<file path="src/rtl/tt_um_pipelined_riscv_cpu.sv">
// Tiny Tapeout wrapper around a 4-stage (IF/ID/EX/WB) RV32I-subset CPU with an
// 8-bit datapath, running a fixed program from a 16-word internal ROM.
module tt_um_pipelined_riscv_cpu (
  input  logic       clk,
  input  logic       rst_n,
  input  logic       ena,
  input  logic [7:0] ui_in,
  input  logic [7:0] uio_in,
  output logic [7:0] uo_out,
  output logic [7:0] uio_out,
  output logic [7:0] uio_oe
);

  typedef enum logic [2:0] {ALU_ADD, ALU_SUB, ALU_SLT, ALU_XOR, ALU_OR, ALU_AND} aluOp_e;

  localparam logic [31:0] NOP = 32'h0000_0013;

  function automatic logic [31:0] romWord(input logic [3:0] addr);
    case (addr)
      4'd0:    return 32'h0050_0093;
      4'd1:    return 32'h0030_0113;
      4'd2:    return 32'h0020_81B3;
      4'd3:    return 32'h4020_8233;
      4'd4:    return 32'h0020_F2B3;
      4'd5:    return 32'h0020_E333;
      4'd6:    return 32'h0041_C3B3;
      default: return NOP;
    endcase
  endfunction

  logic [3:0]  pc_q;
  logic [31:0] ifIdInstr_q;
  aluOp_e      idExOp_q;
  logic [7:0]  idExA_q, idExB_q, idExImm_q;
  logic [2:0]  idExRs1_q, idExRs2_q, idExRd_q;
  logic        idExWe_q, idExUseImm_q;
  logic [2:0]  exWbRd_q;
  logic        exWbWe_q;
  logic [7:0]  exWbRes_q;
  logic [7:0]  rf_q [8];
  logic [7:0]  uo_q;
  logic [3:0]  dbgWb_q;

  logic [6:0]  opcode;
  logic [2:0]  funct3, rs1, rs2, rd;
  aluOp_e      decOp_d;
  logic        decValid_d, decUseImm_d, decWe_d;
  logic [7:0]  rdA_d, rdB_d;
  logic [7:0]  opA_d, opB2_d, opB_d, aluRes_d;

  assign opcode = ifIdInstr_q[6:0];
  assign funct3 = ifIdInstr_q[14:12];
  assign rd     = ifIdInstr_q[9:7];
  assign rs1    = ifIdInstr_q[17:15];
  assign rs2    = ifIdInstr_q[22:20];

  always_comb begin
    decOp_d     = ALU_ADD;
    decValid_d  = 1'b0;
    decUseImm_d = 1'b0;
    case (opcode)
      7'b0010011: begin
        decUseImm_d = 1'b1;
        decValid_d  = 1'b1;
        case (funct3)
          3'b000:  decOp_d = ALU_ADD;
          3'b100:  decOp_d = ALU_XOR;
          3'b110:  decOp_d = ALU_OR;
          3'b111:  decOp_d = ALU_AND;
          default: decValid_d = 1'b0;
        endcase
      end
      7'b0110011: begin
        decValid_d = 1'b1;
        case (funct3)
          3'b000:  decOp_d = ifIdInstr_q[30] ? ALU_SUB : ALU_ADD;
          3'b010:  decOp_d = ALU_SLT;
          3'b100:  decOp_d = ALU_XOR;
          3'b110:  decOp_d = ALU_OR;
          3'b111:  decOp_d = ALU_AND;
          default: decValid_d = 1'b0;
        endcase
      end
      default: decValid_d = 1'b0;
    endcase
    // x0 destinations are dropped here so WB never reports a discarded write
    decWe_d = decValid_d && (rd != 3'd0);
  end

  // ID register read with write-through from the instruction retiring this cycle
  always_comb begin
    rdA_d = rf_q[rs1];
    rdB_d = rf_q[rs2];
    if (exWbWe_q && exWbRd_q == rs1) rdA_d = exWbRes_q;
    if (exWbWe_q && exWbRd_q == rs2) rdB_d = exWbRes_q;
  end

  always_comb begin
    opA_d  = (exWbWe_q && exWbRd_q == idExRs1_q) ? exWbRes_q : idExA_q;
    opB2_d = (exWbWe_q && exWbRd_q == idExRs2_q) ? exWbRes_q : idExB_q;
    opB_d  = idExUseImm_q ? idExImm_q : opB2_d;
    case (idExOp_q)
      ALU_SUB: aluRes_d = opA_d - opB_d;
      ALU_SLT: aluRes_d = {7'd0, $signed(opA_d) < $signed(opB_d)};
      ALU_XOR: aluRes_d = opA_d ^ opB_d;
      ALU_OR:  aluRes_d = opA_d | opB_d;
      ALU_AND: aluRes_d = opA_d & opB_d;
      default: aluRes_d = opA_d + opB_d;
    endcase
  end

  always_ff @(posedge clk) begin
    if (!rst_n) begin
      pc_q         <= '0;
      ifIdInstr_q  <= NOP;
      idExOp_q     <= ALU_ADD;
      idExA_q      <= '0;
      idExB_q      <= '0;
      idExImm_q    <= '0;
      idExRs1_q    <= '0;
      idExRs2_q    <= '0;
      idExRd_q     <= '0;
      idExWe_q     <= 1'b0;
      idExUseImm_q <= 1'b0;
      exWbRd_q     <= '0;
      exWbWe_q     <= 1'b0;
      exWbRes_q    <= '0;
      for (int i = 0; i < 8; i++) rf_q[i] <= '0;
      uo_q         <= '0;
      dbgWb_q      <= '0;
    end else begin
      pc_q         <= pc_q + 4'd1;
      ifIdInstr_q  <= romWord(pc_q);
      idExOp_q     <= decOp_d;
      idExA_q      <= rdA_d;
      idExB_q      <= rdB_d;
      idExImm_q    <= ifIdInstr_q[27:20];
      idExRs1_q    <= rs1;
      idExRs2_q    <= rs2;
      idExRd_q     <= rd;
      idExWe_q     <= decWe_d;
      idExUseImm_q <= decUseImm_d;
      exWbRd_q     <= idExRd_q;
      exWbWe_q     <= idExWe_q;
      exWbRes_q    <= aluRes_d;
      if (exWbWe_q) rf_q[exWbRd_q] <= exWbRes_q;
      // Observes the register file as it stood before this edge's write
      uo_q         <= rf_q[ui_in[2:0]];
      dbgWb_q      <= {exWbWe_q, exWbRd_q};
    end
  end

  assign uo_out  = uo_q;
  assign uio_out = {dbgWb_q, pc_q};
  assign uio_oe  = 8'hFF;

  logic unused_inputs;
  assign unused_inputs = ^{ena, uio_in, ui_in[7:3], ifIdInstr_q[31], ifIdInstr_q[29:28],
                           ifIdInstr_q[19:18], ifIdInstr_q[11:10]};

endmodule

</file>
<file path="config.mk">
export PLATFORM = sky130hd
export DESIGN_NAME = tt_um_pipelined_riscv_cpu
export DESIGN_NICKNAME = d
export VERILOG_FILES = /design/src/rtl/tt_um_pipelined_riscv_cpu.sv
export SDC_FILE = /design/constraint.sdc
export NUM_CORES = 1
export LEC_CHECK = 0
export ABC_AREA = 1
export CORE_ASPECT_RATIO = 0.7
export CORE_MARGIN = 2
export CORE_UTILIZATION = 54
export CTS_CLUSTER_SIZE = 30
export DETAILED_ROUTE_END_ITERATION = 8
export GPL_TIMING_DRIVEN = 1
export PLACE_DENSITY = 0.78
export SYNTH_ARGS = -nofsm -noshare
export SYNTH_HDL_FRONTEND = slang
export SYNTH_SLANG_ARGS = --single-unit
</file>
<file path="constraint.sdc">
create_clock -name clk -period 3.8 [get_ports clk]
set_input_delay 0.57 -clock clk [delete_from_list [all_inputs] [get_ports clk]]
set_output_delay 0.57 -clock clk [all_outputs]
set_load 0.005 [all_outputs]
</file>
---- Word level (Yosys, flattened, before mapping) ----
Memory sizes are Yosys's and may differ from the RTL's. A register that Yosys moved wholly into a read port is not among the register bits.
Cells that the tools add are included.
cells by class
  add/sub/neg operators ................... 3
  multipliers ............................. 0
  div/mod/pow operators ................... 0
  $lt $le $gt $ge ......................... 1
  equality and inequality tests ........... 19
  shift operators ......................... 0
  multiplexer cells ....................... 20
  bitwise gates (word level) .............. 3
  reduce and logical (&&, ||, !) cells .... 12
operators with widths
  kind                   number
  $pmux W31 S7           1
  $pmux W8 S5            1
  $mux W8                4
  $eq A3 B3 Y1 const B   5
  $pmux W3 S5            1
  $eq A4 B3 Y1 const B   3
  $eq A3 B2 Y1 const B   3
  $mux W1                9
  $pmux W3 S3            1
  $add A8 B8 Y8          1
  $and A8 B8 Y8          1
  $eq A4 B2 Y1 const B   2
  $lt A8 B8 Y1           1
  $or A8 B8 Y8           1
  $reduce_or A8 Y1       1
  $sub A8 B8 Y8          1
  $xor A8 B8 Y8          1
  $eq A7 B5 Y1 const B   1
  $eq A7 B6 Y1 const B   1
  $eq A3 B3 Y1           2
  $pmux W3 S2            1
  $reduce_or A5 Y1       1
  $add A4 B1 Y4 const B  1
  $eq A4 B1 Y1 const B   1
  9 further kinds        13
storage, ports and cells
  flip-flop bits (word level) ............. 73
  latch bits .............................. 0
  RAM bits ................................ 64
  ROM bits ................................ 0
  input port bits ......................... 19
  output and inout port bits .............. 24
  memories ................................ 1
memory list
  memory  depth  bits a word  read ports  clocked after memory_dff  wr ports  line  RTL
  rf_q    8      8            3           3                         8         40    logic [7:0] rf_q [8];

---- Logic depth before layout (Yosys ltp) ----
Gate-level depths: netlist of the first run.
  word-level depth ........................ 6
  depth in mapped cells ................... 22
  mapped depth without buffers ............ 22

---- Worst setup path before layout of the first run ----
No wires, ideal clock.
  path kind ............................... register -> register
  start point ............................. register exWbRd_q[0]
  end point ............................... register exWbRes_q[0]
  library setup time ...................... 110 ps
  data arrival time ....................... 2299 ps
  data required time ...................... 3690 ps
  setup slack ............................. 1391 ps
  stages on the path, launching flop included .. 22
  path buffers ............................ 2
  clock period less this slack ............ 2409 ps
  path through ............................ dfxtp_1 buf_6 inv_4 o22ai_2 a21oi_2 nand3_2 buf_6 nand2_1 o21ai_2 inv_2 ha_1 fa_1 inv_1 nand3_1 nand3_1 nand2_1 nand2_1 nand2_1 nand2_1 nand3_1 nand2_1 inv_1
on the way
  longest elaborated chain between the ends .. 6
ends and longest elaborated chain
  item                                   line  RTL
  start: declaration                     37    logic [2:0] exWbRd_q;
  start signal: assignment               143   exWbRd_q <= idExRd_q;
  $eq A3 B3 Y1                           100   opB2_d = (exWbWe_q && exWbRd_q == idExRs2_q) ? exWbRes_q : idExB_q;
  $logic_and A1 B1 Y1                    100
  $mux W8                                100
  $mux W8                                101   opB_d = idExUseImm_q ? idExImm_q : opB2_d;
  $add A8 B8 Y8 (tied with other cells)  108   default: aluRes_d = opA_d + opB_d;
  $pmux W8 S5 *                          102   case (idExOp_q)
  end signal: assignment                 145   exWbRes_q <= aluRes_d;
  end: declaration                       39    logic [7:0] exWbRes_q;
Mark *: on every way between the ends. The rest lies on a longest branch, timed or not.
A chain may end at the register's enable or synchronous reset.

---- Worst setup path in the final report of the first run ----
  start point ............................. register exWbRd_q[1]
  end point ............................... register exWbRes_q[0]
The elaborated chain is that of the path after synthesis.

==> flow_summary_export.csv, run 1 <==
group,metric,value,unit
run_status,outcome,"completed",
cts,cts.sinks,133,
worst_setup_path,cp_slowest_stage_delay,540,ps
worst_setup_path,start_kind,"flip-flop",
place,dp_cells,1141,
timing,skew,6.778,ps
pwr,peakVddDrop,0.3722,mV
layout,stdcell_count,1173,
floorplanning,die_h,101.9,um
job,cap_violations,0,
cts,numCtsBuffers,17,
timing,fin_crit_sh,0.8355,
pwr,power.leakage,3.543,nW
synth,yosysTopAreaCell,"edfxtp_1",
pwr,switchingPower,1.292,mW
worst_setup_path,worstSetupPathType,"flip-flop to flip-flop",
place,place_hpwl,13110,um
synth,synth_top_area_frac,0.2600,
timing,hold_viol,0,
detailed_routing,vias_per_cell,5.679,
detailed_routing,drt_iter0_drc,852,
global_routing,grt_usage,0.2740,
worst_setup_path,crit_arrival,3490,ps
global_routing,busiest_layer,"met2",
global_routing,use_met1,0.3992,
cts,clk_pin_slew,60,ps
pwr,intPower,2.869,mW
synth,synth_warnings,0,
worst_setup_path,r2r-start,"exWbRd_q[1]",
worst_setup_path,end_kind,"flip-flop",
synth,synthCells,973,
layout,nets,1024,
cts,post_cts_buffers,0,
synth,synth_area,7391,sq um
synth,synth_edf_count,64,
worst_setup_path,crit_required,4120,ps
worst_setup_path,path_buf_inv,4,
cts,cts-resized-gates,0,
detailed_routing,drtPass1Iterations,7,
synth,synth_most_common_cell,"nor2_1",
floorplanning,core_area,13270,sq um
global_routing,grt_pass1_vias,6139,
floorplanning,pin_count,43,
global_routing,grt_use_met2,0.4103,
timing,rsz0062_at_grt,"no",
global_routing,grt_max_degree,47,
worst_setup_path,critPathTopFamily,"simple AND/OR/NAND/NOR gates",
worst_setup_path,crit_start,"exWbRd_q[1]",
pwr,p_seq_frac,0.397,
pwr,powerDensity,506.1,nW/um^2
timing,tns,0,ps
cts,clk_path_buf_depth,2,
floorplanning,die_area,14650,sq um
pwr,sw_frac_of_total,0.3106,
synth,yosysSeqAreaShare,0.4469,
worst_hold_path,hp-start,"idExRd_q[1]",
floorplanning,num_rows,35,
worst_setup_path,path_cells,"inv_6 > a21oi_1 > nand3_2 > o21ai_2 > inv_2 > ha_1 > fa_1 > inv_1 > nand3_1 > nand3_1 > nand2_1 > nand2_1 > nand2_1 > nand2_1 > nand3_1 > nand2_1 > inv_1",
floorplanning,initial_utilization,0.5570,
timing,slew_violations,0,
worst_setup_path,cpMostUsedCell,"nand2_1",
worst_setup_path,worst-path-max-fanout,16,
synth,netlist_top_cells_area,"edfxtp_1 26%, dfxtp_1 19%, nor2_1 9.6%, o21ai_0 9.3%, nand2_1 6.8%",
floorplanning,die_w,143.8,um
pwr,clkPwrFrac,0.409,
synth,synth_top_flop_cell,"dfxtp_1",
timing,finalCriticalPeriod,3175,ps
worst_hold_path,hp-class,"flip-flop to flip-flop",
global_routing,use_met3,0.05951,
detailed_routing,dr_total_vias,6662,
cts,clockRootBuffer,"clkbuf_16",
layout,syn2layout_area_growth,11.24,%
place,place.gp.congestion,0.9460,
timing,max_slew_margin,0.4838,
detailed_routing,drc,0,
synth,syn_avg_cell_area,7.596,sq um
pwr,combPwrFrac,0.194,
timing,finalSetupViolCount,0,
global_routing,grt_remaining_overflow,0,
layout,diodes,0,
detailed_routing,routed_wl,19120,um
detailed_routing,wl_per_cell,16.30,um
timing,clock.fmax,315.0,MHz
cts,cts_tree,"done",
synth,synthArstFlopShare,0,
timing,worst_slew_pin_slew,773.2,ps
synth,synth_commonest_cells,"189 x nor2_1, 138 x o21ai_0, 134 x nand2_1, 94 x inv_1, 69 x dfxtp_1",
layout,drive_gt1_frac,0.07996,
global_routing,grt_pass1_wl,30830,um
cts,ctsHoldBuffers,0,
synth,synth_cell_types,42,
cts,clock_latency,420,ps
global_routing,antenna_found_initial,0,
place,portBuffers,20,
worst_setup_path,crit_slowest_cell,"dfxtp_1",
detailed_routing,detail-route-antenna-nets,0,
synth,ys_ff_latch,133,
cts,htreeDepth,4,
per-layer routing:
layer	routed length [um]	vias to the layer above
li1	-	3198
met2	8181	385
met3	2121	35
met5	0	-
met1	8538	3044
met4	283	0
worst paths after layout:
kind                       end  slack (ps)  cells after the start
hold / removal     exWbRd_q[1]         410                      2
hold reg to reg    exWbRd_q[1]         410                      2
setup / recovery  exWbRes_q[0]         630                     17
setup reg to reg  exWbRes_q[0]         630                     17
cell usage in the layout, fill, tap and decap left out, types with 2 or more instances in the layout:
cell type and instances:
inv_6 4, inv_4 4, a211oi_1 3, xor2_1 5
o21ai_1 12, nor2_1 189, edfxtp_1 64, fa_1 2
a21oi_2 3, a31oi_1 6, bufinv_16 2, a21oi_1 63
conb_1 8, nand2_1 134, clkinv_4 5, buf_4 7
inv_2 15, nor3_1 8, inv_8 2, o21ai_0 138
clkdlybuf4s50_1 19, inv_1 94, nand4_1 6, clkinv_1 10
or2_0 2, nand2_2 2, dfxtp_1 69, ha_1 28
nand3_1 27, o22ai_1 18, nand3_2 2, o21ai_2 9
clkbuf_16 18
stage by stage:
| stage | total power [mW] | cell area, sq um | hold slack (ps) | worst slack (ps) | utilization |
|---|---|---|---|---|---|
| 2_1_floorplan | 2.248 | 7417 | 390.5 | 1391 | - |
| 3_3_place_gp | 2.442 | 7609 | 392.3 | 770.6 | 0.5734 |
| 3_5_place_dp | 2.460 | 7609 | 399.4 | 744.4 | 0.5734 |
| 4_1_cts | 4.151 | 8222 | 413.6 | 682.7 | 0.6196 |
| 5_1_grt | 4.337 | 8222 | 434.7 | 441.6 | 0.6196 |
| 6_report | 4.161 | 8222 | 411.1 | 625.2 | 0.6196 |
power by group through the flow:
stage,Combinational [mW],Clock (mW),Sequential (mW)
floorplan,0.588,0,1.66
finish,0.807,1.70,1.65
CTS,0.788,1.71,1.65
global placement,0.765,0,1.68
global route,0.900,1.78,1.66
detailed placement,0.781,0,1.68
flip-flops by register name, indices dropped and copies added, names as in the netlist:
| register | count |
|---|---|
| dbgWb_q | 4 |
| exWbRd_q | 3 |
| exWbRes_q | 8 |
| exWbWe_q | 1 |
| idExA_q | 8 |
| idExB_q | 8 |
| idExImm_q | 3 |
| idExOp_q | 3 |
| idExRd_q | 3 |
| idExRs1_q | 2 |
| idExUseImm_q | 1 |
| idExWe_q | 1 |
| ifIdInstr_q | 12 |
| pc_q | 4 |
| rf_q | 64 |
| uo_out | 8 |
worst reg2reg max path: stages, from the launching register on:
cell and delay [ps]:
dfxtp_1 540, inv_6 80, a21oi_1 190, nand3_2 380, o21ai_2 320, inv_2 60
ha_1 230, fa_1 420, inv_1 140, nand3_1 80, nand3_1 150, nand2_1 70
nand2_1 70, nand2_1 90, nand2_1 80, nand3_1 70, nand2_1 80, inv_1 40
final cells by class:
class                           instances  area [sq um]
Fill cell                            1150          5047
Multi-Input combinational cell        674          3356
Sequential cell                       133          3303
Inverter                              122         470.5
Clock buffer                           18         450.4
Timing Repair Buffer                   27         247.7
Tap cell                              185         231.5
Clock inverter                         14         162.7
logic make-up (layout without fill, tap and decap cells):
family / Yosys count / after routing / synth area share
flip-flops: 133 / 133 / 0.4469
AO/OA/AOI/OAI: 254 / 254 / 0.1845
other: 1 / 8 / 0.0005074
buffers and inverters: 173 / 181 / 0.1026
XOR/XNOR: 6 / 6 / 0.007110
AND/OR/NAND/NOR: 376 / 376 / 0.2055
adder cells (fa/ha/maj): 30 / 30 / 0.05282
Power figures use the tool's default switching activity.
==> run 2, diff against run 1 <==
clock period = 3.3 ns   (was 3.8 ns; I/O delays follow)
==> run 2 against run 1 <==
  * Core utilization is essentially flat
  * Fmax grew 8.9%
  * Flip-flop and latch count is the same
  * Routed wire length shrank 2.1%
  * Clock power grew 12%
  * Largest cell class unchanged
  * Largest power group is now registers
==> flow_summary_export.csv, run 2 (synthesis gave the netlist of run 1 again) <==
group,metric,value,unit
floorplanning,core_area,13270,sq um
place,dp_slack,506.7,ps
floorplanning,pin_count,43,
worst_setup_path,end_kind,"flip-flop",
global_routing,grt_pass1_vias,6162,
detailed_routing,vias_per_cell,5.633,
global_routing,use_met3,0.06701,
worst_setup_path,crit_required,3610,ps
timing,rsz0062_at_grt,"no",
worst_setup_path,path_cells,"inv_2 > o21ai_1 > nor2_2 > nand2_4 > clkinv_4 > nand2_1 > nand2_1 > nand2_1 > inv_1 > ha_1 > fa_1 > inv_1 > nand3_1 > nand3_1 > nand2_1 > nand2_1 > nand2_1 > nand2_1 > nand3_1 > nand2_1 > inv_1",
global_routing,busiest_layer,"met2",
timing,hold_viol,0,
layout,top_regs,"rf_q (64), ifIdInstr_q (12)",
pwr,peakVddDrop,0.4735,mV
run_status,outcome,"completed",
detailed_routing,dr_total_vias,6624,
layout,drive_gt1_frac,0.08274,
cts,post_cts_buffers,0,
global_routing,use_met1,0.3890,
layout,final_cell_mix,"189 x nor2_1, 138 x o21ai_0, 134 x nand2_1",
timing,finalCriticalPeriod,2916,ps
cts,clk_pin_slew,60,ps
detailed_routing,detail-route-antenna-nets,0,
job,cap_violations,0,
timing,worst_slew_pin_slew,742.2,ps
layout,regArea,3303,sq um
place,place.gp.congestion,0.9330,
layout,largest_register_ffs,64,
timing,slew_violations,0,
detailed_routing,drc,0,
place,portBuffers,20,
worst_setup_path,crit_slowest_cell,"dfxtp_1",
floorplanning,die_w,143.8,um
global_routing,antenna_found_initial,0,
timing,max_slew_margin,0.5045,
floorplanning,die_h,101.9,um
floorplanning,die_area,14650,sq um
cts,cts.sinks,133,
worst_setup_path,worst-path-max-fanout,9,
global_routing,grt_use_met2,0.4073,
detailed_routing,routed_wl,18720,um
layout,regMostFlops,"rf_q",
timing,fin_crit_sh,0.8838,
pwr,powerDensity,573.2,nW/um^2
pwr,power.leakage,3.549,nW
worst_setup_path,critPathTopFamily,"simple AND/OR/NAND/NOR gates",
layout,multi_input_area,3356,sq um
cts,cts-resized-gates,0,
layout,syn2layout_area_growth,11.29,%
worst_setup_path,cp_num_cells,21,
timing,skew,8.850,ps
worst_hold_path,hp-class,"flip-flop to flip-flop",
worst_hold_path,hold_path_depth,2,
layout,nFillCells,1145,
detailed_routing,drtPass1Iterations,5,
cts,ctsHoldBuffers,0,
cts,clock_latency,420,ps
worst_setup_path,cp_slowest_stage_delay,450,ps
worst_setup_path,path_buf_inv,5,
floorplanning,num_rows,35,
cts,clockRootBuffer,"clkbuf_16",
detailed_routing,drt_iter0_drc,826,
global_routing,grt_pass1_wl,30620,um
worst_setup_path,crit_arrival,3230,ps
worst_setup_path,start_kind,"flip-flop",
detailed_routing,wl_per_cell,15.92,um
timing,tns,0,ps
timing,finalSetupViolCount,0,
cts,numCtsBuffers,17,
global_routing,grt_remaining_overflow,0,
worst_setup_path,cpMostUsedCell,"nand2_1",
cts,cts_tree,"done",
layout,post-route-util,0.6199,
global_routing,grt_usage,0.2697,
timing,setup_ws,383.5,ps
place,place_hpwl,13000,um
cts,htreeDepth,4,
timing,clock.fmax,342.9,MHz
pwr,power,4.715,mW
cts,clk_path_buf_depth,2,
layout,final_common_cell,"nor2_1",
global_routing,grt_max_degree,48,
worst_setup_path,reg2regPathDepth,21,
layout,nets,1027,
layout,diodes,0,
worst_setup_path,worstSetupPathType,"flip-flop to flip-flop",
floorplanning,initial_utilization,0.5570,
## run 2: path summary, 6_finish.rpt
kind | from | to | slack, ps
max | exWbRd_q[2] | exWbRes_q[0] | 380
min | idExRd_q[2] | exWbRd_q[2] | 410
max reg2reg | exWbRd_q[2] | exWbRes_q[0] | 380
min reg2reg | idExRd_q[2] | exWbRd_q[2] | 410
## run 2: final cells by class
cell class	count	share of cell area
well taps	185	0.02814
inverters	122	0.05719
clock inverters	13	0.01582
clock buffers	19	0.05643
repair buffers	30	0.03286
flip-flops and latches	133	0.4016
multi-input cells	674	0.4080
## run 2: metal layers
metal  wire length, um  up-vias
li1                  -     3193
met1              8285     3032
met2              8039      373
met4               200        0
met3              2192       26
met5                 0        -
## run 2: worst register-to-register path, cell delays in order (launching register included)
cell	delay, ps
dfxtp_1	450
inv_2	100
o21ai_1	150
nor2_2	70
nand2_4	140
clkinv_4	120
nand2_1	70
nand2_1	50
nand2_1	90
inv_1	70
ha_1	210
fa_1	390
inv_1	130
nand3_1	100
nand3_1	160
nand2_1	70
nand2_1	70
nand2_1	80
nand2_1	70
nand3_1	80
nand2_1	90
inv_1	50
## run 2: through the flow
stage / instances / area [sq um] / hold slack, ps
6_report: 1176 / 8225 / 411.7
5_1_grt: 1176 / 8225 / 450.2
4_1_cts: 1176 / 8225 / 414.2
3_5_place_dp: 1144 / 7631 / 399.5
3_3_place_gp: 1144 / 7631 / 392.8
2_1_floorplan: 980 / 7417 / 390.5
## run 2: where the power goes
| part | internal, mW | switching (mW) | total, mW |
|---|---|---|---|
| clock network | 1.12 | 0.772 | 1.90 |
| registers | 1.83 | 0.0656 | 1.90 |
| logic | 0.289 | 0.630 | 0.919 |
| total | 3.25 | 1.47 | 4.71 |
